### config.mk
export PLATFORM = sky130hd
export DESIGN_NAME = dmux_stream
export DESIGN_NICKNAME = d
export VERILOG_FILES = /design/src/rtl/dmux_stream.sv
export SDC_FILE = /design/constraint.sdc
export NUM_CORES = 1
export LEC_CHECK = 0
export BUFFER_PORTS_ARGS = -buffer_cell sky130_fd_sc_hd__buf_2
export CORE_MARGIN = 3
export CORE_UTILIZATION = 45
export CTS_CLUSTER_SIZE = 8
export DETAILED_ROUTE_END_ITERATION = 7
export GPL_TIMING_DRIVEN = 0
export PLACE_DENSITY = 0.69
export SETUP_SLACK_MARGIN = 0.05
export SYNTH_ARGS = -nofsm -noshare
export SYNTH_HDL_FRONTEND = slang
export SYNTH_SLANG_ARGS = --single-unit
### constraint.sdc
create_clock -name clk -period 2.6 [get_ports clk]
set_input_delay 0.26 -clock clk [delete_from_list [all_inputs] [get_ports clk]]
set_output_delay 0.26 -clock clk [all_outputs]
set_load 0.1 [all_outputs]
### src/rtl/dmux_stream.sv
// dmux_stream: registered, handshaked 1-to-2**S demultiplexer.
//   A word on d is routed to channel s (or to every channel when bcast=1).
//   Each channel has a one-entry output register with its own valid/ready
//   handshake, so a stalled consumer only blocks words addressed to it.
// Ports:
//   clk, reset        clock, synchronous active-high reset
//   d, s, bcast       input word, destination channel, broadcast flag
//   d_valid/d_ready   producer handshake (d_ready is combinational)
//   y, y_valid        per-channel data (channel i = y[i*N +: N]) and valid
//   y_ready           per-channel consumer ready
//   acc_cnt           accepted-transfer counter, wraps modulo 2**CW
//   busy              any channel holding a word

// One output channel: a single-entry register with valid/ready handshake.
module dmux_stream_chan #(
  parameter int N = 6
) (
  input  logic         clk,
  input  logic         reset,
  input  logic         load,     // accepted word targets this channel
  input  logic [N-1:0] d,
  input  logic         y_ready,
  output logic [N-1:0] y,
  output logic         y_valid,
  output logic         free      // can take a word this cycle
);
  logic [N-1:0] y_q, y_d;
  logic         vld_q, vld_d;

  // A channel that drains this cycle may be reloaded in the same cycle.
  assign free = ~vld_q | y_ready;

  always_comb begin
    y_d   = y_q;
    vld_d = vld_q;
    if (load) begin
      // load wins over a simultaneous drain
      y_d   = d;
      vld_d = 1'b1;
    end else if (vld_q && y_ready) begin
      vld_d = 1'b0;  // data left stale on purpose
    end
  end

  always_ff @(posedge clk) begin
    if (reset) begin
      y_q   <= '0;
      vld_q <= 1'b0;
    end else begin
      y_q   <= y_d;
      vld_q <= vld_d;
    end
  end

  assign y       = y_q;
  assign y_valid = vld_q;
endmodule

module dmux_stream #(
  parameter int N  = 6,
  parameter int S  = 3,
  parameter int CW = 8
) (
  input  logic              clk,
  input  logic              reset,
  input  logic [N-1:0]      d,
  input  logic [S-1:0]      s,
  input  logic              bcast,
  input  logic              d_valid,
  output logic              d_ready,
  output logic [(2**S)*N-1:0] y,
  output logic [(2**S)-1:0] y_valid,
  input  logic [(2**S)-1:0] y_ready,
  output logic [CW-1:0]     acc_cnt,
  output logic              busy
);
  localparam int M = 2 ** S;

  logic [M-1:0]  free;
  logic [M-1:0]  load;
  logic          accept;
  logic [CW-1:0] acc_cnt_q, acc_cnt_d;

  // Broadcast is all-or-nothing, so it needs every channel free.
  assign d_ready = bcast ? (&free) : free[s];
  assign accept  = d_valid & d_ready;

  always_comb begin
    load = '0;
    for (int i = 0; i < M; i++)
      load[i] = accept & (bcast | (s == S'(i)));
  end

  for (genvar g = 0; g < M; g++) begin : g_chan
    dmux_stream_chan #(.N(N)) u_chan (
      .clk    (clk),
      .reset  (reset),
      .load   (load[g]),
      .d      (d),
      .y_ready(y_ready[g]),
      .y      (y[g*N +: N]),
      .y_valid(y_valid[g]),
      .free   (free[g])
    );
  end

  // A broadcast counts as a single accepted transfer.
  always_comb begin
    acc_cnt_d = acc_cnt_q;
    if (accept) acc_cnt_d = acc_cnt_q + CW'(1);
  end

  always_ff @(posedge clk) begin
    if (reset) acc_cnt_q <= '0;
    else       acc_cnt_q <= acc_cnt_d;
  end

  assign acc_cnt = acc_cnt_q;
  assign busy    = |y_valid;
endmodule

==> reports/results.tsv <==
stage	metric	value	unit
layout	Ant. Diodes	0	
setup_path	CP bufs+invs	3	
yosys	Net Count, Synth	308	
sta	Rel. slew slack	0.536	
grt	initial antenna violation count	0	
grt	largest net degree at the start of global routing	13	
hold_path	HP Class	input pin to flop	
sta	Hold WS	0.234	ns
clocking	CTS tree	yes	
floorplanning	# IOs	87	
route	WL per Instance	14.5	um
hold_path	Worst Hold Endpoint	g_chan[4].u_chan.y_valid	
clocking	Clock transition at path regs	0.07	ns
route	final antenna-violating net count	0	
floorplanning	core area	6030	um2
floorplanning	die area	7290	um2
setup_path	CP arrival	2.14	ns
layout	FILL cells	559	
sta	worst-margin pin slew	0.696	ns
route	Initial DRT Pass Iterations	4	
floorplanning	Die Ht	85.4	um
layout	share of cells above drive strength 1	0.321	
place	RePlAce Congestion	0.845	
yosys	syn avg cell area	9.91	um2
yosys	Synth Area in Compound Gates	0.120	
sta	Final min period	2.40	ns
setup_path	reg2reg path depth	7	
setup_path	Max stage delay on crit path	0.55	ns
floorplanning	num rows	28	
status	status	finished, final reports clean	
clocking	latest clock arrival within the worst-skew pair	0.34	ns
yosys	synthesized cell area	2830	um2
setup_path	CP Capture Type	output port	
sta	Peak Freq	416	MHz
layout	Area growth, synth to finish	24.4	%
clocking	post-CTS setup buffer count	0	
place	PortBufs	78	
clocking	Clock Tree Root	clkbuf_8	
setup_path	FF-to-FF setup slack	0.23	ns
sta	final count of negative-setup-slack endpoints	0	
setup_path	CP max FO	8	
clocking	H-tree level count	3	
layout	fin cells	455	
sta	clk_skew	0.00839	ns
setup_path	Worst Setup Start Kind	flop	
route	number of remaining DRC errors	0	
clocking	Inserted Clock Buffers	9	
yosys	number of synthesized register bits	64	
hold_path	min-delay src	y_ready[4]	
hold_path	hold depth	3	
place	dpl hpwl	4.70	mm
grt	GRT overflow	0	
floorplanning	Chip Width	85.4	um
yosys	Main synth FF type	dfxtp_1	
setup_path	crit path from	g_chan[6].u_chan.y_valid	
flow_run	max cap viols	0	
setup_path	worst flop-to-flop path startpoint	g_chan[7].u_chan.y_valid	
pwr	Pwr Total	2.69	mW
clocking	post-CTS sizing	0	
grt	first-pass GRT wire length	10.8	mm
route	Vias per Instance	4.95	
place	placed insts	439	
sta	Fin. Hold Viols	0	
route	vias	2254	
setup_path	reg2reg end	g_chan[7].u_chan.y[1]	
setup_path	Crit Path Category	flop to output port	
grt	GRT Total Usage	0.189	
yosys	EDFF count, synth	0	
yosys	Adder-Cell Fraction of Synth Area	0.00442	
yosys	Mapped Cells	286	
sta	period utilisation layout	0.925	
sta	RSZ-0062 raised after global routing	no	
yosys	Synth Area in XOR/XNOR	0.00618	
yosys	simple-gate share of the synthesized area	0.158	
clocking	clock sink count	64	
floorplanning	initial cell density of the core	0.470	
layout	fin nets	397	
setup_path	Cell Chain, Critical Path	nand2b_1, nor3b_1, or4_4, and3_1, clkbuf_2, inv_1, clkbuf_4	
sta	Fin Setup TNS	0	ns
yosys	sequential area share after synthesis	0.452	
pwr	Worst VDD drop	569	uV
yosys	async set-reset flop share out of synthesis	0	
sta	Max Slew Vio Count	0	
yosys	largest family of logic cells by synthesized area	multiplexers	
clocking	hold buffers post-CTS	0	
pwr	pwr dens	763	nW/um2
clocking	clk buf depth	2	
route	wirelength, routed	6.58	mm
route	initial DRC count	87	
yosys	post-synthesis mux area share	0.186	
setup_path	Worst Path Required	2.34	ns
grt	vias in the first global route	2173	
pwr	leakage power	1.53	nW
setup_path	CP max stage cell	or4_4	
yosys	Yosys cell types	39	
yosys	yosys warns	0	
setup_path	kind of cell adding the most delay to the critical path	simple AND/OR/NAND/NOR gates	
per-stage QoR:
stage	area, um2	worst slack [ns]	util
6_report	3530	0.196	0.585
3_3_place_gp	3320	0.226	0.551
2_1_floorplan	2830	0.367	-
4_1_cts	3520	0.107	0.585
5_1_grt	3530	0.0998	0.585
3_5_place_dp	3320	0.220	0.551
cell usage in the layout, fill, tap and decap left out, drive strengths merged, types with 3 or more instances in the layout:
cell type  instances
inv               12
a21oi             14
nand4              3
nor4               3
or3                3
dfxtp             64
nand2b             8
clkbuf            19
nand2              4
a311oi             8
a31oi              6
nor2              60
buf               97
o21ai              3
nand3              4
mux2i             49
final cells by class:
type / count / area (um2) / share of cell area
Clock buffer: 10 / 138 / 0.0390
Inverter: 11 / 41.3 / 0.0117
Buffer: 28 / 165 / 0.0468
Clock inverter: 6 / 67.6 / 0.0192
Multi-Input combinational cell: 183 / 1350 / 0.382
Tap cell: 75 / 93.8 / 0.0266
Timing Repair Buffer: 78 / 393 / 0.111
Sequential cell: 64 / 1280 / 0.363
logic make-up after synthesis:
family,Yosys count
fa+ha+maj,1
xor+xnor,2
mux,51
compound gates,33
buf+inv,39
flops,64
simple gates,96
where the power goes:
| part | total [mW] | switching (mW) | internal, mW |
|---|---|---|---|
| logic | 0.764 | 0.602 | 0.162 |
| registers | 1.06 | 0.0302 | 1.03 |
| clock network | 0.865 | 0.394 | 0.471 |
flip-flops by register name, indices dropped and copies added (netlist names):
name                   flops
g_chan.u_chan.y           48
acc_cnt                    8
g_chan.u_chan.y_valid      8
how the worst max path moves through the flow:
| stage | endpoint | slack, ns | depth (start not counted) |
|---|---|---|---|
| 2_1_floorplan | d_ready | 0.37 | 6 |
| 3_3_place_gp | g_chan[7].u_chan.y[2] | 0.23 | 8 |
| 3_5_place_dp | g_chan[7].u_chan.y[1] | 0.22 | 8 |
| 4_1_cts | d_ready | 0.11 | 7 |
| 5_1_grt | g_chan[7].u_chan.y[2] | 0.1 | 7 |
| 6_report | d_ready | 0.20 | 7 |
layer usage:
metal | share of wire | vias up | GRT usage
li1 | - | 1145 | -
met1 | 0.46 | 1023 | 0.236
met2 | 0.44 | 75 | 0.298
met3 | 0.083 | 11 | 0.0845
met4 | 0.013 | 0 | 0.0518
met5 | 0 | - | 0
synthesized netlist by cell type (all sizes together) (4+ instances only):
master | number | share of area
clkbuf | 8 | 0.011
a21oi | 14 | 0.025
buf | 20 | 0.047
a311oi | 8 | 0.068
nor2 | 60 | 0.079
nand3 | 4 | 0.0071
nand2b | 8 | 0.018
nand2 | 4 | 0.0053
mux2i | 49 | 0.17
dfxtp | 64 | 0.45
a31oi | 6 | 0.015
inv | 11 | 0.015
worst reg2reg max path: cells and delay by family (launching register included):
kind	cells	cell delay, ns
AOI/OAI and AO/OA	1	0.71
and+or+nand+nor	4	0.68
buffers and inverters	1	0.27
DFF	1	0.32
muxes	1	0.27
Note: power is estimated with default switching activity, not from simulation.
